### config.mk
export PLATFORM = sky130hd
export DESIGN_NAME = hpi_txn_ctrl
export DESIGN_NICKNAME = d
export VERILOG_FILES = /design/src/rtl/hpi_txn_ctrl.sv
export SDC_FILE = /design/constraint.sdc
export NUM_CORES = 1
export LEC_CHECK = 0
export ABC_AREA = 1
export CORE_MARGIN = 4
export CORE_UTILIZATION = 33
export DETAILED_ROUTE_END_ITERATION = 10
export SYNTH_ARGS = -nofsm -noshare
export SYNTH_HDL_FRONTEND = slang
export SYNTH_SLANG_ARGS = --single-unit
### constraint.sdc
create_clock -name Clk -period 3.1 [get_ports Clk]
set_clock_uncertainty 0.1 [all_clocks]
set_input_delay 0.62 -clock Clk [delete_from_list [all_inputs] [get_ports Clk]]
set_output_delay 0.62 -clock Clk [all_outputs]
set_load 0.01 [all_outputs]
### src/rtl/hpi_txn_ctrl.sv
// hpi_txn_ctrl: round-robin sequencer for single-word HPI read/write cycles
// from two requesters (port 0 = NIOS bridge, port 1 = USB poller), generating
// active-low CS/RD/WR/RST strobes with programmable setup/strobe/hold/recovery.
// Optional build macro HPI_TXN_COUNT_EN adds rd_count/wr_count ack counters.
module hpi_txn_ctrl #(
  parameter int unsigned SETUP_CYC   = 1,
  parameter int unsigned STROBE_CYC  = 4,
  parameter int unsigned HOLD_CYC    = 1,
  parameter int unsigned RECOVER_CYC = 2,
  parameter int unsigned RST_CYC     = 16
) (
  input  logic        Clk,
  input  logic        Reset,
  input  logic [1:0]  req,
  input  logic [1:0]  we,
  input  logic [1:0]  addr0,
  input  logic [1:0]  addr1,
  input  logic [15:0] wdata0,
  input  logic [15:0] wdata1,
  output logic [1:0]  ack,
  output logic [15:0] rdata,
  input  logic        rst_req,
  output logic        busy,
  output logic [1:0]  hpi_address,
  output logic [15:0] hpi_data_out,
  input  logic [15:0] hpi_data_in,
  output logic        hpi_r,
  output logic        hpi_w,
  output logic        hpi_cs,
  output logic        hpi_reset
`ifdef HPI_TXN_COUNT_EN
  ,
  output logic [15:0] rd_count,
  output logic [15:0] wr_count
`endif
);

  typedef enum logic [2:0] {
    IDLE,
    SETUP,
    STROBE,
    HOLD,
    RECOVER,
    CHIPRST
  } state_t;

  // Counters load N-1 and the phase ends when they reach zero.
  localparam logic [3:0] SETUP_LD   = 4'(SETUP_CYC - 1);
  localparam logic [3:0] STROBE_LD  = 4'(STROBE_CYC - 1);
  localparam logic [3:0] HOLD_LD    = 4'(HOLD_CYC - 1);
  localparam logic [3:0] RECOVER_LD = (RECOVER_CYC == 0) ? 4'd0 : 4'(RECOVER_CYC - 1);
  localparam logic [7:0] RST_LD     = 8'(RST_CYC - 1);
  localparam bit         NO_RECOVER = (RECOVER_CYC == 0);

  state_t      state_q, state_d;
  logic [3:0]  cnt_q, cnt_d;
  logic [7:0]  rcnt_q, rcnt_d;
  logic        gnt_q, gnt_d;
  logic        we_q, we_d;
  logic        rr_last_q, rr_last_d;
  logic        rst_pend_q, rst_pend_d;
  logic [1:0]  addr_q, addr_d;
  logic [15:0] wdata_q, wdata_d;
  logic        cs_q, cs_d;
  logic        r_q, r_d;
  logic        w_q, w_d;
  logic        reset_q, reset_d;
  logic [1:0]  ack_q, ack_d;
  logic [15:0] rdata_q, rdata_d;
  logic        busy_q, busy_d;
  logic        g;
`ifdef HPI_TXN_COUNT_EN
  logic [15:0] rd_cnt_q, rd_cnt_d;
  logic [15:0] wr_cnt_q, wr_cnt_d;
`endif

  // State and output registers; reset returns every strobe high at once.
  always_ff @(posedge Clk or posedge Reset) begin
    if (Reset) begin
      state_q    <= IDLE;
      cnt_q      <= '0;
      rcnt_q     <= '0;
      gnt_q      <= 1'b0;
      we_q       <= 1'b0;
      rr_last_q  <= 1'b1;
      rst_pend_q <= 1'b0;
      addr_q     <= '0;
      wdata_q    <= '0;
      cs_q       <= 1'b1;
      r_q        <= 1'b1;
      w_q        <= 1'b1;
      reset_q    <= 1'b1;
      ack_q      <= '0;
      rdata_q    <= '0;
      busy_q     <= 1'b0;
`ifdef HPI_TXN_COUNT_EN
      rd_cnt_q   <= '0;
      wr_cnt_q   <= '0;
`endif
    end else begin
      state_q    <= state_d;
      cnt_q      <= cnt_d;
      rcnt_q     <= rcnt_d;
      gnt_q      <= gnt_d;
      we_q       <= we_d;
      rr_last_q  <= rr_last_d;
      rst_pend_q <= rst_pend_d;
      addr_q     <= addr_d;
      wdata_q    <= wdata_d;
      cs_q       <= cs_d;
      r_q        <= r_d;
      w_q        <= w_d;
      reset_q    <= reset_d;
      ack_q      <= ack_d;
      rdata_q    <= rdata_d;
      busy_q     <= busy_d;
`ifdef HPI_TXN_COUNT_EN
      rd_cnt_q   <= rd_cnt_d;
      wr_cnt_q   <= wr_cnt_d;
`endif
    end
  end

  // Next-state logic: arbitration, phase timing and registered strobe values.
  always_comb begin
    state_d    = state_q;
    cnt_d      = cnt_q;
    rcnt_d     = rcnt_q;
    gnt_d      = gnt_q;
    we_d       = we_q;
    rr_last_d  = rr_last_q;
    addr_d     = addr_q;
    wdata_d    = wdata_q;
    cs_d       = cs_q;
    r_d        = r_q;
    w_d        = w_q;
    reset_d    = reset_q;
    ack_d      = '0;
    rdata_d    = rdata_q;
    g          = 1'b0;
    // A chip-reset request seen mid-transaction waits for the next IDLE.
    rst_pend_d = rst_pend_q | (rst_req & (state_q != IDLE));
`ifdef HPI_TXN_COUNT_EN
    rd_cnt_d   = rd_cnt_q;
    wr_cnt_d   = wr_cnt_q;
`endif

    case (state_q)
      IDLE: begin
        if (rst_req || rst_pend_q) begin
          state_d    = CHIPRST;
          reset_d    = 1'b0;
          rcnt_d     = RST_LD;
          rst_pend_d = 1'b0;
        end else if (req != 2'b00) begin
          g       = (req == 2'b11) ? ~rr_last_q : req[1];
          gnt_d   = g;
          we_d    = we[g];
          addr_d  = g ? addr1 : addr0;
          wdata_d = g ? wdata1 : wdata0;
          cs_d    = 1'b0;
          cnt_d   = SETUP_LD;
          state_d = SETUP;
        end
      end
      SETUP: begin
        if (cnt_q == 4'd0) begin
          state_d = STROBE;
          cnt_d   = STROBE_LD;
          if (we_q) w_d = 1'b0;
          else      r_d = 1'b0;
        end else begin
          cnt_d = cnt_q - 4'd1;
        end
      end
      STROBE: begin
        if (cnt_q == 4'd0) begin
          state_d = HOLD;
          cnt_d   = HOLD_LD;
          r_d     = 1'b1;
          w_d     = 1'b1;
          // Interface data path is registered, so the last strobe-cycle
          // sample is presented at this edge.
          if (!we_q) rdata_d = hpi_data_in;
        end else begin
          cnt_d = cnt_q - 4'd1;
        end
      end
      HOLD: begin
        if (cnt_q == 4'd0) begin
          cs_d         = 1'b1;
          ack_d[gnt_q] = 1'b1;
          rr_last_d    = gnt_q;
          cnt_d        = RECOVER_LD;
          state_d      = NO_RECOVER ? IDLE : RECOVER;
`ifdef HPI_TXN_COUNT_EN
          if (we_q) wr_cnt_d = wr_cnt_q + 16'd1;
          else      rd_cnt_d = rd_cnt_q + 16'd1;
`endif
        end else begin
          cnt_d = cnt_q - 4'd1;
        end
      end
      RECOVER: begin
        if (cnt_q == 4'd0) state_d = IDLE;
        else               cnt_d   = cnt_q - 4'd1;
      end
      CHIPRST: begin
        if (rcnt_q == 8'd0) begin
          reset_d = 1'b1;
          cnt_d   = RECOVER_LD;
          state_d = NO_RECOVER ? IDLE : RECOVER;
        end else begin
          rcnt_d = rcnt_q - 8'd1;
        end
      end
      default: state_d = IDLE;
    endcase

    busy_d = (state_d != IDLE);
  end

  assign ack          = ack_q;
  assign rdata        = rdata_q;
  assign busy         = busy_q;
  assign hpi_address  = addr_q;
  assign hpi_data_out = wdata_q;
  assign hpi_r        = r_q;
  assign hpi_w        = w_q;
  assign hpi_cs       = cs_q;
  assign hpi_reset    = reset_q;
`ifdef HPI_TXN_COUNT_EN
  assign rd_count     = rd_cnt_q;
  assign wr_count     = wr_cnt_q;
`endif

endmodule

==> flow_metrics.py <==
metrics = {
    "run_status": {
        "status": "finished clean",
    },
    "global_route": {
        "overflow": 0,
        "grt_pass1_vias": 2625,
        "grt_antenna_before_repair": 0,
        "grt_first_pass_wirelength_um": 12200,
        "track_usage_pct": 14.9,
        "grt_max_degree": 38,
    },
    "synthesis": {
        "ys_warn_count": 0,
        "synth_most_common_cell": "nand2_1",
        "ys_ff_latch": 60,
        "async_reset_ff_share_pct": 100,
        "synth_cells": 358,
        "ys_types": 31,
        "syn_nets": 420,
        "ys_seq_area_share_pct": 52.1,
        "synth_ff_type": "dfrtp_1",
        "yosysTopAreaCell": "dfrtp_1",
        "synthTopCellsByArea": "dfrtp_1, nand2_1, o21ai_1",
        "synth_commonest_cells": "nand2_1, dfrtp_1, o21ai_1",
        "syn-mean-instance-area_sq_um": 8.09,
        "synth_edf_count": 0,
        "netlist_area_sq_um": 2900,
        "yosysTopAreaCellShare_pct": 47.5,
    },
    "floorplanning": {
        "core_sq_um": 8380,
        "die_w_um": 102,
        "row_count": 33,
        "io_pins": 100,
        "initial_core_util_pct": 34.5,
        "die_area_sq_um": 10300,
        "die_height_um": 102,
    },
    "clocking": {
        "h-tree-depth": 3,
        "cts_made_buffers": 9,
        "postCtsHoldBufs": 0,
        "post_cts_resize_count": 0,
        "clock_sinks": 60,
        "cts-root-buf": "clkbuf_8",
        "cts_buffer_depth": 2,
        "cts_tree": "built",
        "cts_setup_buffers": 0,
        "insertion_delay_ps": 330,
        "clk_pin_slew_ps": 60,
    },
    "pwr": {
        "peakVddDrop_mv": 0.314,
        "pwr-share-seq_pct": 35.1,
        "p_clk_share_pct": 19.1,
        "p_sw_share_pct": 37.8,
        "p_switching_uw": 1410,
        "internal_power_uw": 2320,
        "power_density_nw_per_um2": 887,
        "p_comb_share_pct": 45.8,
        "leakage_uw": 0.00191,
    },
    "placement": {
        "numPortBuffers": 99,
        "routabilityCongestion": 0.791,
        "hpwl_um": 5550,
    },
    "critical_path": {
        "critical_path.cell_chain": "clkdlybuf4s50_1",
        "slowest_delay_ps": 570,
        "worstSetupEndpointType": "primary output",
        "critical-path-top-delay-family": "buffers and inverters",
        "path_max_fanout": 2,
        "start_kind": "register",
        "critical-path-slowest-cell": "clkdlybuf4s50_1",
        "crit_type": "register to primary output",
        "required_ps": 2380,
        "cp_data_arrival_time_ps": 1420,
        "r2r-start": "state_q[2]",
        "worst-path-buf-inv": 1,
        "startpoint": "hpi_cs",
    },
    "timing": {
        "hold_viol": 0,
        "rsz0062_at_grt": "no",
        "maxSlewHeadroom_pct": 59.1,
        "period_share_pct": 68.9,
        "max_clock_freq_mhz": 468,
        "setup-violations-final": 0,
        "setup_tns_ps": 0,
        "tightest_slew_ps": 614,
        "finalCriticalPeriod_ps": 2140,
        "drv_slew": 0,
        "hold_ws_ps": 357,
    },
    "worst_hold_path": {
        "holdCritPathClass": "register to register",
        "hp-start": "gnt_q",
    },
    "route": {
        "viasPerCell": 4.63,
        "totalWireLength_um": 7400,
        "vias": 2633,
        "drc": 0,
        "ant_nets": 0,
        "dr.pass1.iters": 4,
        "drt_iter0_markers": 66,
        "wl_per_cell_um": 13.0,
    },
    "layout": {
        "syn_to_final_growth_pct": 45.0,
        "drive_above_1_share_pct": 9.27,
        "n_fill_cell": 799,
        "finalNetCount": 522,
        "antennaDiodeCount": 0,
    },
    "run": {
        "max_cap_violations": 0,
    },
}
-- sequential cells by signal (all words and copies together) (netlist names), 2 cells and up --
name and count:
hpi_data_out 16, rdata 16, ack 2, rcnt_q 8
state_q 3, cnt_q 4, hpi_address 2
-- cell families (layout without fill, tap and decap cells) --
kind of cell,count (synthesis),count (layout),share of synthesized area [%]
AO/OA/AOI/OAI,64,64,11.5
AND/OR/NAND/NOR,183,183,27.6
XOR/XNOR,4,4,1.21
buffers and inverters,44,150,6.31
adder cells (fa/ha/maj),3,3,1.30
flip-flops,60,60,52.1
-- per-layer routing --
metal	vias to the layer above	global-route usage [%]	part of all wire [%]
li1	1362	-	-
met1	1195	17.4	43
met2	67	25.1	49
met3	9	4.41	6.1
met4	0	7.16	1.9
met5	-	0	0
-- power groups by stage --
stage,Clock [uW],Combinational (uW),Sequential (uW)
floorplan,0,912,1400
global placement,0,1710,1310
detailed placement,0,1730,1320
CTS,742,1730,1310
global route,778,1920,1350
finish,712,1700,1310
-- through the flow --
stage                     utilization [%]  std cells  cell area, sq um  worst slack (ps)  total power [uW]
final                                50.1        569              4200               963              3720
after global routing                 50.1        569              4200               789              4050
after CTS                            50.1        569              4200               933              3780
after detailed placement             47.7        554              4000               592              3050
after global placement               47.7        554              4000               659              3020
after floorplan                         -        358              2900               904              2310
-- final timing paths --
path	to	slack, ps	depth (start not counted)
worst min-delay path	ack[0]	360	1
worst max-delay path	hpi_cs	960	1
worst max register to register	hpi_data_out[3]	1060	5
max in group asynchronous	rr_last_q	1710	3
worst min register to register	ack[0]	360	1
min in group asynchronous	hpi_data_out[6]	550	2
-- area by class of cell --
| type | instances | area (sq um) | area share, % |
|---|---|---|---|
| inverter | 33 | 126 | 3.01 |
| clock inverter | 1 | 30.0 | 0.715 |
| clock buffer | 14 | 173 | 4.11 |
| tap | 105 | 131 | 3.13 |
| sequential | 60 | 1510 | 35.9 |
| timing repair buffer | 102 | 1030 | 24.4 |
| multi-input combinational | 254 | 1200 | 28.7 |
-- layout by cell type (no fill, tap or decap), types with 2 or more instances in the layout --
| master | instances |
|---|---|
| nand2_2 | 2 |
| o21ai_0 | 8 |
| ha_1 | 3 |
| nand4_1 | 5 |
| clkdlybuf4s50_1 | 99 |
| xor2_1 | 3 |
| nand2_1 | 101 |
| dfrtp_1 | 55 |
| inv_1 | 21 |
| nor2_1 | 39 |
| inv_2 | 10 |
| o211ai_1 | 2 |
| clkbuf_8 | 12 |
| o21ai_1 | 48 |
| nor2_4 | 2 |
| nor3_2 | 3 |
| dfstp_2 | 5 |
| buf_4 | 2 |
| nor3_1 | 2 |
| a21oi_1 | 3 |
| nand3_1 | 26 |
| clkbuf_1 | 2 |
No activity file was read; power rests on OpenSTA's default activity.
